==> src/rtl/video_src_scheduler_pkg.sv <==
// Shared definitions for the video source scheduler: grant state encoding,
// round-robin index width and black-level constants.
package video_src_scheduler_pkg;

  typedef enum logic [0:0] {
    ST_IDLE = 1'b0,
    ST_HOLD = 1'b1
  } sched_state_e;

  localparam logic [31:0] BLACK_R = 32'h0000_0000;
  localparam logic [31:0] BLACK_G = 32'h0000_0000;
  localparam logic [31:0] BLACK_B = 32'h0000_0000;

  function automatic int rr_idx_w(input int n);
    return (n < 3) ? 1 : $clog2(n);
  endfunction

endpackage

==> src/rtl/video_src_scheduler_rr_pick.sv <==
// Combinational round-robin finder: first set request strictly after 'last',
// wrapping modulo NUM_SRC (so 'last' itself is the final candidate).
module rr_pick
  import video_src_scheduler_pkg::*;
#(
  parameter int NUM_SRC = 4,
  parameter int ID_W    = rr_idx_w(NUM_SRC)
) (
  input  logic [NUM_SRC-1:0] req,
  input  logic [ID_W-1:0]    last,
  output logic [ID_W-1:0]    next_id,
  output logic               found
);

  localparam logic [ID_W:0] NUM_L = (ID_W+1)'(NUM_SRC);

  // Scan farthest candidate first so the nearest requester wins last.
  always_comb begin : search
    logic [ID_W:0]   sum_v;
    logic [ID_W-1:0] idx_v;
    next_id = '0;
    found   = 1'b0;
    sum_v   = '0;
    idx_v   = '0;
    for (int k = NUM_SRC; k >= 1; k--) begin
      sum_v   = {1'b0, last} + (ID_W+1)'(k);
      idx_v   = (sum_v >= NUM_L) ? ID_W'(sum_v - NUM_L) : sum_v[ID_W-1:0];
      next_id = req[idx_v] ? idx_v : next_id;
      found   = found | req[idx_v];
    end
  end

endmodule

==> src/rtl/video_src_scheduler.sv <==
// Frame-synchronous round-robin video source scheduler with minimum dwell
// and a single registered output stage.
module video_src_scheduler
  import video_src_scheduler_pkg::*;
#(
  parameter int  NUM_SRC = 4,
  parameter int  DATA_W  = 8,
  parameter int  CNT_W   = 8,
  localparam int ID_W    = rr_idx_w(NUM_SRC)
) (
  input  logic                      clk,
  input  logic                      arstn,
  input  logic [NUM_SRC-1:0]        src_req,
  input  logic [NUM_SRC-1:0]        src_hs,
  input  logic [NUM_SRC-1:0]        src_vs,
  input  logic [NUM_SRC-1:0]        src_de,
  input  logic [NUM_SRC*DATA_W-1:0] src_rgb_r,
  input  logic [NUM_SRC*DATA_W-1:0] src_rgb_g,
  input  logic [NUM_SRC*DATA_W-1:0] src_rgb_b,
  input  logic [CNT_W-1:0]          dwell_cfg,
  output logic                      hs,
  output logic                      vs,
  output logic                      de,
  output logic [DATA_W-1:0]         rgb_r,
  output logic [DATA_W-1:0]         rgb_g,
  output logic [DATA_W-1:0]         rgb_b,
  output logic                      grant_valid,
  output logic [ID_W-1:0]           grant_id,
  output logic                      switch_pulse
);

  sched_state_e      state_r, state_s;
  logic [ID_W-1:0]   last_id_r, last_id_s, pick_id_s;
  logic              pick_found_s;
  logic [CNT_W-1:0]  frame_cnt_r, frame_cnt_s, dwell_r, dwell_s;
  logic [CNT_W:0]    cnt_inc_s, dwell_eff_s;
  logic              vs_d_r, armed_r, ref_vs_s, boundary_s, dwell_met_s, grant_new_s;
  logic              hold_next_s;
  logic [DATA_W-1:0] pix_r_s, pix_g_s, pix_b_s;

  // last_id doubles as the current owner while in HOLD.
  assign ref_vs_s    = (state_r == ST_HOLD) ? src_vs[last_id_r] : src_vs[0];
  // armed_r blocks a boundary until vsync has been seen low after reset.
  assign boundary_s  = ref_vs_s & ~vs_d_r & armed_r;
  assign cnt_inc_s   = {1'b0, frame_cnt_r} + {{CNT_W{1'b0}}, 1'b1};
  assign dwell_eff_s = (dwell_r == {CNT_W{1'b0}}) ? {{CNT_W{1'b0}}, 1'b1} : {1'b0, dwell_r};
  assign dwell_met_s = (cnt_inc_s >= dwell_eff_s);
  assign hold_next_s = (state_s == ST_HOLD);

  rr_pick #(
    .NUM_SRC (NUM_SRC),
    .ID_W    (ID_W)
  ) u_rr_pick (
    .req     (src_req),
    .last    (last_id_r),
    .next_id (pick_id_s),
    .found   (pick_found_s)
  );

  // Next-state and grant decision, evaluated only on frame boundaries.
  always_comb begin
    state_s     = state_r;
    last_id_s   = last_id_r;
    frame_cnt_s = frame_cnt_r;
    dwell_s     = dwell_r;
    grant_new_s = 1'b0;
    case (state_r)
      ST_IDLE: begin
        if (boundary_s && pick_found_s) grant_new_s = 1'b1;
        else                            grant_new_s = 1'b0;
      end
      ST_HOLD: begin
        if (!boundary_s) begin
          frame_cnt_s = frame_cnt_r;
        end else if (!src_req[last_id_r]) begin
          if (pick_found_s) grant_new_s = 1'b1;
          else              state_s     = ST_IDLE;
        end else if (dwell_met_s && (pick_id_s != last_id_r)) begin
          grant_new_s = 1'b1;
        end else begin
          frame_cnt_s = (&frame_cnt_r) ? frame_cnt_r : cnt_inc_s[CNT_W-1:0];
        end
      end
      default: state_s = ST_IDLE;
    endcase
    if (grant_new_s) begin
      state_s     = ST_HOLD;
      last_id_s   = pick_id_s;
      frame_cnt_s = '0;
      dwell_s     = dwell_cfg;
    end else begin
      dwell_s     = dwell_r;
    end
  end

  // Colour mux driven by the post-update grant.
  always_comb begin
    pix_r_s = '0;
    pix_g_s = '0;
    pix_b_s = '0;
    for (int i = 0; i < NUM_SRC; i++) begin
      pix_r_s = (last_id_s == ID_W'(i)) ? src_rgb_r[i*DATA_W +: DATA_W] : pix_r_s;
      pix_g_s = (last_id_s == ID_W'(i)) ? src_rgb_g[i*DATA_W +: DATA_W] : pix_g_s;
      pix_b_s = (last_id_s == ID_W'(i)) ? src_rgb_b[i*DATA_W +: DATA_W] : pix_b_s;
    end
  end

  // Scheduler state and vsync history.
  always_ff @(posedge clk) begin
    if (!arstn) begin
      state_r     <= ST_IDLE;
      last_id_r   <= ID_W'(NUM_SRC - 1);
      frame_cnt_r <= '0;
      dwell_r     <= '0;
      vs_d_r      <= 1'b0;
      armed_r     <= 1'b0;
    end else begin
      state_r     <= state_s;
      last_id_r   <= last_id_s;
      frame_cnt_r <= frame_cnt_s;
      dwell_r     <= dwell_s;
      vs_d_r      <= ref_vs_s;
      armed_r     <= armed_r | ~ref_vs_s;
    end
  end

  // Output register stage: datapath and grant status move together.
  always_ff @(posedge clk) begin
    if (!arstn) begin
      grant_valid  <= 1'b0;
      grant_id     <= '0;
      switch_pulse <= 1'b0;
      hs           <= 1'b0;
      vs           <= 1'b0;
      de           <= 1'b0;
      rgb_r        <= '0;
      rgb_g        <= '0;
      rgb_b        <= '0;
    end else begin
      grant_valid  <= hold_next_s;
      grant_id     <= hold_next_s ? last_id_s : '0;
      switch_pulse <= (state_s != state_r) || (hold_next_s && (last_id_s != last_id_r));
      if (hold_next_s) begin
        hs    <= src_hs[last_id_s];
        vs    <= src_vs[last_id_s];
        de    <= src_de[last_id_s];
        rgb_r <= src_de[last_id_s] ? pix_r_s : BLACK_R[DATA_W-1:0];
        rgb_g <= src_de[last_id_s] ? pix_g_s : BLACK_G[DATA_W-1:0];
        rgb_b <= src_de[last_id_s] ? pix_b_s : BLACK_B[DATA_W-1:0];
      end else begin
        hs    <= src_hs[0];
        vs    <= src_vs[0];
        de    <= 1'b0;
        rgb_r <= BLACK_R[DATA_W-1:0];
        rgb_g <= BLACK_G[DATA_W-1:0];
        rgb_b <= BLACK_B[DATA_W-1:0];
      end
    end
  end

endmodule

==> config.mk <==
export PLATFORM = sky130hd
export DESIGN_NAME = video_src_scheduler
export DESIGN_NICKNAME = d
export VERILOG_FILES = /design/src/rtl/video_src_scheduler_pkg.sv /design/src/rtl/video_src_scheduler_rr_pick.sv /design/src/rtl/video_src_scheduler.sv
export SDC_FILE = /design/constraint.sdc
export NUM_CORES = 1
export LEC_CHECK = 0
export ABC_AREA = 1
export CAP_MARGIN = 20
export CORE_ASPECT_RATIO = 1.25
export CORE_MARGIN = 4
export CORE_UTILIZATION = 38
export DETAILED_ROUTE_END_ITERATION = 8
export PLACE_DENSITY = 0.9
export SKIP_LAST_GASP = 1
export SYNTH_ARGS = -nofsm -noshare
export SYNTH_HDL_FRONTEND = slang
export SYNTH_SLANG_ARGS = --single-unit
==> constraint.sdc <==
create_clock -name clk -period 3.1 [get_ports clk]
set_input_delay 0.465 -clock clk [delete_from_list [all_inputs] [get_ports clk]]
set_output_delay 0.465 -clock clk [all_outputs]
set_load 0.02 [all_outputs]
==> results of run 1 <==
-- layer usage --
layer,part of all wire,GRT usage
met5,0,0
met4,0.026,0.04930
met3,0.076,0.05203
met2,0.53,0.3919
met1,0.36,0.2246
-- registers in the layout, indices dropped and copies added, names as in the netlist --
signal / flops
last_id_r: 2
frame_cnt_r: 8
hs: 1
rgb_g: 8
armed_r: 1
de: 1
rgb_r: 8
switch_pulse: 1
grant_id: 2
rgb_b: 8
dwell_r: 8
vs_d_r: 1
grant_valid: 1
vs: 1
-- logic make-up (layout without fill, tap and decap cells) --
logic type / Yosys count / after routing / share of synthesized area
xor gates and xnor gates: 6 / 6 / 0.01605
and+or+nand+nor: 305 / 305 / 0.4407
adders and majority gates: 9 / 9 / 0.03440
buffers and inverters: 73 / 239 / 0.1036
AOI/OAI and AO/OA: 55 / 55 / 0.09327
DFF: 51 / 51 / 0.3119
-- how the worst min path moves through the flow --
| stage | from | endpoint | depth (start not counted) |
|---|---|---|---|
| finish | armed_r$_SDFF_PN0_ | armed_r$_SDFF_PN0_ | 2 |
| global route | armed_r$_SDFF_PN0_ | armed_r$_SDFF_PN0_ | 2 |
| CTS | armed_r$_SDFF_PN0_ | armed_r$_SDFF_PN0_ | 2 |
| detailed placement | armed_r$_SDFF_PN0_ | armed_r$_SDFF_PN0_ | 2 |
| global placement | armed_r$_SDFF_PN0_ | armed_r$_SDFF_PN0_ | 2 |
| floorplan | armed_r$_SDFF_PN0_ | armed_r$_SDFF_PN0_ | 2 |
-- power breakdown --
| group | leakage, nW | total, W | switching (W) | internal [W] |
|---|---|---|---|---|
| clock | 0.0502 | 0.000418 | 0.000250 | 0.000168 |
| combinational | 1.90 | 0.000989 | 0.000526 | 0.000463 |
| sequential | 0.416 | 0.000715 | 0.0000219 | 0.000693 |
-- final cells by class --
| cell class | count | area share |
|---|---|---|
| Multi-Input combinational cell | 375 | 0.3955 |
| Timing Repair Buffer | 183 | 0.3447 |
| Sequential cell | 51 | 0.1863 |
| Inverter | 48 | 0.03367 |
| Tap cell | 97 | 0.02207 |
| Clock buffer | 5 | 0.01251 |
| Clock inverter | 3 | 0.005233 |
-- per-stage QoR --
| step | setup WS (ns) | hold slack, ns | power (W) | util | instances |
|---|---|---|---|---|---|
| after floorplan | 0.1100 | 0.4365 | 0.001243 | - | 499 |
| after global placement | -0.007179 | 0.4429 | 0.001567 | 0.5982 | 745 |
| after detailed placement | -0.1590 | 0.4534 | 0.001596 | 0.5982 | 745 |
| after CTS | 0.02317 | 0.4687 | 0.002014 | 0.6129 | 753 |
| after global routing | -0.2109 | 0.4930 | 0.002252 | 0.6599 | 762 |
| final | -0.04347 | 0.4646 | 0.002122 | 0.6599 | 762 |
-- worst register-to-register path, stage by stage (launching register included) --
cell and delay [ns]:
dfxtp_2 0.36, inv_2 0.05, nor3_4 0.21, nand2_2 0.10, nor2_4 0.12, buf_4 0.14, xor2_2 0.19, ha_1 0.28
nand2_1 0.10, nand3b_1 0.16, nor2_1 0.05, nor2_1 0.11, nand3_2 0.09, nand2_2 0.09, nand2_4 0.08, nand2_4 0.12
nand2_4 0.09, buf_6 0.14, nand3_2 0.05, nand2_1 0.04, nand2_1 0.07, nand2_2 0.07, nand2_4 0.12, clkbuf_16 0.18
inv_1 0.04
-- placed cells by master (no fill, tap or decap), types with 3 or more instances in the layout --
master,n
a21oi_1,15
or2_0,8
nor2_1,39
o21ai_0,19
nand2_1,92
a211oi_1,4
nor2_2,16
nand3_1,97
inv_2,5
nor2_4,12
nand2_2,10
buf_4,17
inv_1,42
nand3_2,5
buf_6,5
xor2_1,3
o21ai_1,9
clkbuf_8,5
dfxtp_2,3
ha_1,7
nand2_4,8
buf_12,7
dfxtp_1,48
or2_2,4
clkdlybuf4s50_1,152
or2_1,4
-- repair_timing --
item / CTS / global route
endpoints found under the setup margin: 27 / 33
gates cloned: 0 / 2
pin swaps: 4 / 26
gates resized for setup: 10 / 72
setup buffers: 0 / 7
==> impl_metrics.yaml, run 1 <==
run_status:
  status: "complete, but fails checks"
  violations: "setup timing"
placed_design:
  io_buffers: 152
  place_area_um2: 4985
  hpwlAfterDp_mm: 8.820
  place.gp.congestion: 0.9576
yosys:
  avgSynthCellArea_um2: 6.559
  ys_top_cells_by_area: "dfxtp_1, nand3_1, nand2_1, nor2_1, inv_1"
  yosysMostFrequentCell: "nand3_1"
  ys.flop_type: "dfxtp_1"
  yosysUniqueCellTypes: 33
  syn_area_um2: 3273
  synth_enable_flop_cells: 0
  ys_seq_elements: 51
  synthTopCellsByCount: "nand3_1, nand2_1, nor2_1"
  ys_seq_area_frac: 0.3119
  yosys.area.top_type: "dfxtp_1"
  synth_nets: 630
  synth_top_area_frac: 0.3119
  yosysWarnings: 0
  syn_inst: 499
  ys_async_sr_fraction: 0
final_layout:
  final_cell_area_um2: 5499
  fillCellCount: 686
  diodes: 0
  area_growth_pct: 68.00
  drive_above_1_share: 0.1759
  regArea_um2: 1025
  multi_input_area_um2: 2175
  fin_nets: 795
setup_path:
  end_kind: "flop"
  cpPeakStageDelay_ns: 0.36
  cp.arrival_ns: 3.36
  path_depth: 24
  required_ns: 3.32
  r2r-start: "frame_cnt_r[0]$_SDFFE_PP0P_"
  cp-endpoint: "de$_SDFF_PN0_"
  r2r-end: "de$_SDFF_PN0_"
  cp_slowest_cell: "dfxtp_2"
  worstSetupStartpoint: "frame_cnt_r[0]$_SDFFE_PP0P_"
  crit_path_max_fanout: 8
  crit_buf_inv: 5
  path_delay_family: "simple AND/OR/NAND/NOR gates"
  start_kind: "flop"
  r2r.worst_path.cells: 24
  worstSetupPathType: "reg2reg"
  path_cells: "inv_2 > nor3_4 > nand2_2 > nor2_4 > buf_4 > xor2_2 > ha_1 > nand2_1 > nand3b_1 > nor2_1 > nor2_1 > nand3_2 > nand2_2 > nand2_4 > nand2_4 > nand2_4 > buf_6 > nand3_2 > nand2_1 > nand2_1 > nand2_2 > nand2_4 > clkbuf_16 > inv_1"
  worst_path_most_repeated_cell: "nand2_4"
  reg2reg_slack_ns: -0.04
die:
  ios: 153
  fp.dieArea_um2: 10170
  die_h_um: 111.8
  rows: 37
  core_um2: 8333
  start_util: 0.3928
  die_w_um: 91.01
route:
  vias: 4013
  drc: 0
  totalWireLength_mm: 11.68
  drt_iter0_drc: 206
  ant_nets: 0
  dr.pass1.iters: 5
  avgRoutedWirePerCell_um: 15.33
  drt-vias-per-instance: 5.266
grt:
  grt_use_total: 0.2057
  grt_pass1_vias: 3807
  grt_start_max_net_pins: 31
  grt_overflow: 0
  grt_pass1_wl_mm: 17.53
  grt_antenna_before_repair: 0
clock_tree:
  cts.path.max_buffers: 2
  clockRootBuffer: "clkbuf_8"
  clock_latency_ns: 0.31
  clock_sinks: 51
  cts_made_buffers: 5
  h-tree-depth: 2
  postCtsHoldBufs: 0
  clkTransAtPathRegs_ns: 0.11
  cts_tree: "built"
sta:
  max_freq_ghz: 0.3181
  rsz0062_at_grt: "true"
  hold_viol: 0
  period_share: 1.014
  slew_violations: 0
  clock_skew_ns: 0.01250
  tightest_slew_ns: 0.4191
  relSlewSlack: 0.7202
  setup_tns_ns: -0.6481
  setup_violations: 25
  fin_ws_ns: -0.04347
  fin_crit_ns: 3.143
worst_hold_path:
  min_path_type: "reg2reg"
power_and_ir_drop:
  leakagePower_nw: 2.367
  pwr_density_cell_nw_per_um2: 385.9
  vdd_ir_drop_max_uv: 209.0
run:
  max_cap_violations: 0
No activity file was read; power rests on OpenSTA's default activity.
==> inputs of run 2 (changes only) <==
- CORE_MARGIN: 4 -> not set
- RECOVER_POWER: not set -> 50
==> impl_metrics.yaml, run 2 (synthesis results as in run 1) <==
sta:
  clock_skew_ns: 0.002817
  whs_ns: 0.4669
  slew_violations: 0
  rsz0062_at_grt: "true"
  setup_tns_ns: -0.3616
  relSlewSlack: 0.6923
  fin_ws_ns: -0.06410
  fin_crit_ns: 3.164
  tightest_slew_ns: 0.4609
  period_share: 1.021
  hold_viol: 0
  setup_violations: 16
  max_freq_ghz: 0.3160
clock_tree:
  cts_made_buffers: 5
  h-tree-depth: 2
  cts_tree: "built"
  clockRootBuffer: "clkbuf_8"
  clock_latency_ns: 0.31
  clock_sinks: 51
  cts.path.max_buffers: 2
  clkTransAtPathRegs_ns: 0.10
placed_design:
  place.gp.congestion: 0.9440
  hpwlAfterDp_mm: 8.190
  placed_cells: 748
  place_area_um2: 5007
  io_buffers: 152
run_status:
  violations: "setup timing"
  status: "complete, but fails checks"
worst_hold_path:
  min_to: "armed_r$_SDFF_PN0_"
  min_path_type: "reg2reg"
  hold_depth: 2
  min_from: "armed_r$_SDFF_PN0_"
setup_path:
  r2r-start: "frame_cnt_r[0]$_SDFFE_PP0P_"
  worstSetupPathType: "reg2reg"
  cp_slowest_cell: "dfxtp_4"
  reg2reg_slack_ns: -0.06
  r2r-end: "rgb_r[2]$_SDFF_PN0_"
  cpPeakStageDelay_ns: 0.37
  end_kind: "flop"
  required_ns: 3.35
  path_cells: "ha_2 > nand2_1 > nor2_2 > xor2_1 > ha_1 > a21oi_1 > o21a_1 > nor2_1 > nor2_1 > nand3_1 > nand2_2 > nand2_4 > nand2_4 > buf_4 > nand2_2 > nand2_4 > buf_12 > nand3_1 > nand3_1 > nand2_1 > nor2_1"
  r2r.worst_path.cells: 21
  cp.arrival_ns: 3.41
  path_delay_family: "simple AND/OR/NAND/NOR gates"
  crit_buf_inv: 2
  crit_path_max_fanout: 28
  start_kind: "flop"
final_layout:
  diodes: 0
  fin_nets: 804
  final_cell_area_um2: 5522
  drive_above_1_share: 0.1795
  area_growth_pct: 68.69
  final_common_cell: "clkdlybuf4s50_1"
  most-common-layout-cells: "clkdlybuf4s50_1, nand3_1, nand2_1"
  instances_no_fill: 771
die:
  die_w_um: 85.01
  fp.dieArea_um2: 8991
  die_h_um: 105.8
  start_util: 0.3950
  rows: 37
  ios: 153
  core_um2: 8287
route:
  drc: 0
  avgRoutedWirePerCell_um: 14.47
  ant_nets: 0
  drt-vias-per-instance: 5.176
  drt_iter0_drc: 194
  vias: 3991
  totalWireLength_mm: 11.16
  dr.pass1.iters: 4
grt:
  grt_pass1_wl_mm: 16.29
  grt_antenna_before_repair: 0
  grt_use_total: 0.2255
  grt_overflow: 0
  grt_pass1_vias: 3688
  grt_start_max_net_pins: 36
power_and_ir_drop:
  vdd_ir_drop_max_uv: 242.1
  leakagePower_nw: 2.455
  pwr_density_cell_nw_per_um2: 391.1
run:
  max_cap_violations: 0
## run 2: changes by cell type in the layout (fill, tap and decap cells not counted), sizes merged
| cell | previous run | this run |
|---|---|---|
| buf | 29 | 36 |
| clkbuf | 7 | 6 |
| clkdlybuf4s50 | 152 | 128 |
| clkinv | 2 | 0 |
| clkinvlp | 0 | 2 |
| dlygate4sd3 | 0 | 24 |
| nand2 | 111 | 114 |
## run 2: final cells by class
class / instances / area [µm²]
clock buffers: 5 / 68.82
well taps: 97 / 121.4
repair buffers: 189 / 1914
multi-input cells: 378 / 2180
inverters: 48 / 187.7
fillers: 659 / 2765
flip-flops and latches: 51 / 1026
clock inverters: 3 / 23.77
## run 2: power by group
group	switching [W]	leakage [nW]	internal, W
Combinational	0.000555	2.00	0.000494
Clock	0.000235	0.0408	0.000162
Sequential	0.0000216	0.416	0.000692
## run 2: through the flow
stage	setup slack, ns	util	total power (W)
floorplan	0.1100	-	0.001243
global placement	-0.02935	0.6043	0.001594
detailed placement	-0.1517	0.6043	0.001623
CTS	0.01061	0.6181	0.002019
global route	-0.2572	0.6663	0.002284
finish	-0.06410	0.6663	0.002160
## run 2: worst reg2reg max path, stage by stage (launching register included)
cell     delay [ns]
dfxtp_4        0.37
ha_2           0.19
nand2_1        0.07
nor2_2         0.14
xor2_1         0.28
ha_1           0.32
a21oi_1        0.16
o21a_1         0.16
nor2_1         0.05
nor2_1         0.08
nand3_1        0.10
nand2_2        0.12
nand2_4        0.08
nand2_4        0.12
buf_4          0.12
nand2_2        0.05
nand2_4        0.13
buf_12         0.18
nand3_1        0.10
nand3_1        0.09
nand2_1        0.08
nor2_1         0.11
## run 2: how the worst max path moves through the flow
stage / startpoint / endpoint / slack (ns) / cells after the start
6_report: frame_cnt_r[0]$_SDFFE_PP0P_ / rgb_r[2]$_SDFF_PN0_ / -0.06 / 21
4_1_cts: frame_cnt_r[0]$_SDFFE_PP0P_ / rgb_b[2]$_SDFF_PN0_ / 0.01 / 22
3_5_place_dp: frame_cnt_r[0]$_SDFFE_PP0P_ / rgb_b[4]$_SDFF_PN0_ / -0.15 / 23
3_3_place_gp: frame_cnt_r[0]$_SDFFE_PP0P_ / rgb_b[2]$_SDFF_PN0_ / -0.03 / 21
2_1_floorplan: frame_cnt_r[0]$_SDFFE_PP0P_ / rgb_g[5]$_SDFF_PN0_ / 0.11 / 24
5_1_grt: frame_cnt_r[0]$_SDFFE_PP0P_ / rgb_b[6]$_SDFF_PN0_ / -0.26 / 23
## run 2: layer usage
| metal | GRT usage | wire [µm] |
|---|---|---|
| met1 | 0.2492 | 4180 |
| met2 | 0.4199 | 5824 |
| met3 | 0.06030 | 899 |
| met4 | 0.05811 | 253 |
| met5 | 0 | 0 |
## run 2: what timing repair did
item,CTS,global route
cloned,0,4
buffers inserted,1,10
resized for setup,5,60
pin swaps,3,17
endpoints found under the hold margin,0,0
hold buffers,0,0
setup endpoints to repair,27,35
==> inputs of run 3 (changes only) <==
- CORE_UTILIZATION: 38 -> 42
- PLACE_DENSITY: 0.9 -> 0.94
- clock period: 3.1 -> 3.04 ns (I/O delays scaled with it)
==> impl_metrics.yaml, run 3 (synthesis results as in run 1) <==
setup_path:
  start_kind: "flop"
  cpPeakStageDelay_ns: 0.38
  cp_slowest_cell: "dfxtp_2"
  r2r.worst_path.cells: 25
  path_depth: 25
  worstSetupPathType: "reg2reg"
  crit_buf_inv: 4
  cp.arrival_ns: 3.45
  end_kind: "flop"
  r2r-start: "frame_cnt_r[1]$_SDFFE_PP0P_"
  path_delay_family: "simple AND/OR/NAND/NOR gates"
  worstSetupStartpoint: "frame_cnt_r[1]$_SDFFE_PP0P_"
  crit_path_max_fanout: 7
  required_ns: 3.29
  r2r-end: "rgb_b[4]$_SDFF_PN0_"
  reg2reg_slack_ns: -0.16
  cp-endpoint: "rgb_b[4]$_SDFF_PN0_"
grt:
  grt_overflow: 0
  grt_pass1_vias: 3882
  grt_pass1_wl_mm: 16.77
  grt_use_total: 0.2641
  grt_start_max_net_pins: 32
  grt_antenna_before_repair: 0
placed_design:
  place_ws_ns: -0.1690
  place.gp.congestion: 0.9755
  hpwlAfterDp_mm: 8.375
  placed_cells: 746
  io_buffers: 152
route:
  totalWireLength_mm: 11.37
  drc: 0
  avgRoutedWirePerCell_um: 14.84
  ant_nets: 0
  dr.pass1.iters: 5
  vias: 4053
  drt-vias-per-instance: 5.291
  drt_iter0_drc: 207
run:
  max_cap_violations: 0
sta:
  slew_violations: 0
  clock_skew_ns: 0.01123
  fin_ws_ns: -0.1639
  setup_violations: 29
  hold_viol: 0
  setup_tns_ns: -3.853
  relSlewSlack: 0.7303
  period_share: 1.054
  tightest_slew_ns: 0.4040
  fin_crit_ns: 3.204
  rsz0062_at_grt: "true"
  max_freq_ghz: 0.3121
clock_tree:
  clock_sinks: 51
  clockRootBuffer: "clkbuf_8"
  clock_latency_ns: 0.31
  clkTransAtPathRegs_ns: 0.10
  h-tree-depth: 2
  cts.path.max_buffers: 2
  cts_made_buffers: 5
  cts_tree: "built"
die:
  start_util: 0.4397
  die_w_um: 80.96
  rows: 35
  core_um2: 7445
  die_h_um: 100.7
  ios: 153
  fp.dieArea_um2: 8153
final_layout:
  most-common-layout-cells: "clkdlybuf4s50_1, nand3_1, nand2_1"
  fin_nets: 804
  fillCellCount: 521
  final_common_cell: "clkdlybuf4s50_1"
  area_growth_pct: 64.72
  instances_no_fill: 766
  diodes: 0
  drive_above_1_share: 0.1662
power_and_ir_drop:
  leakagePower_nw: 2.378
  vdd_ir_drop_max_uv: 226.8
  totalPowerFinal_w: 0.002123
  pwr_density_cell_nw_per_um2: 393.8
worst_hold_path:
  min_path_type: "reg2reg"
run_status:
  status: "complete, but fails checks"
  violations: "setup timing"
run 3: changes by cell type in the layout (fill, tap and decap cells not counted), sizes merged:
cell | before | now
clkdlybuf4s50 | 128 | 152
dlygate4sd3 | 24 | 0
clkbuf | 6 | 9
nand2 | 114 | 111
buf | 36 | 38
clkinvlp | 2 | 0
clkinv | 0 | 1
inv | 49 | 48
run 3: metal layers:
layer,share of wire,vias to the layer above,global-route usage
met1,0.36,1851,0.2875
met4,0.023,0,0.09066
met3,0.080,28,0.05611
li1,-,1971,-
met5,0,-,0
met2,0.54,203,0.4926
run 3: worst min-delay path by stage:
stage | end | slack (ns) | start | cells past startpoint
after global placement | armed_r$_SDFF_PN0_ | 0.45 | armed_r$_SDFF_PN0_ | 2
after floorplan | armed_r$_SDFF_PN0_ | 0.44 | armed_r$_SDFF_PN0_ | 2
after global routing | armed_r$_SDFF_PN0_ | 0.50 | armed_r$_SDFF_PN0_ | 2
after CTS | armed_r$_SDFF_PN0_ | 0.48 | armed_r$_SDFF_PN0_ | 2
final | armed_r$_SDFF_PN0_ | 0.47 | armed_r$_SDFF_PN0_ | 2
after detailed placement | armed_r$_SDFF_PN0_ | 0.46 | armed_r$_SDFF_PN0_ | 2
run 3: power breakdown:
group	switching [W]	total, W	internal [W]
clock network	0.000237	0.000424	0.000187
logic	0.000511	0.000972	0.000461
registers	0.0000213	0.000727	0.000706
total	0.000769	0.00212	0.00135
run 3: tightest hold or removal path, stage by stage (launching register included):
cell and delay [ns]:
dfxtp_1 0.31, inv_1 0.06, a21oi_1 0.06
run 3: layout make-up:
type                       count  area (µm²)  share of cell area
clock buffer                   7       86.33             0.01601
clock inverter                 1       8.758            0.001625
inverter                      48       180.2             0.03342
multi-input combinational    375        2047              0.3797
sequential                    51        1027              0.1905
tap                           92       115.1             0.02135
timing repair buffer         192        1927              0.3574
run 3: metrics by stage:
step | cell area, µm² | hold slack, ns | util
after floorplan | 3273 | 0.4365 | -
after global placement | 5011 | 0.4455 | 0.6731
after detailed placement | 5011 | 0.4628 | 0.6731
after CTS | 5160 | 0.4760 | 0.6931
after global routing | 5391 | 0.5007 | 0.7242
final | 5391 | 0.4713 | 0.7242
run 3: timing repair:
action,CTS,global route
gates resized for setup,11,39
hold buffers,0,0
setup endpoints to repair,28,38
setup buffers,2,7
cloned,0,3
pin swaps,4,9
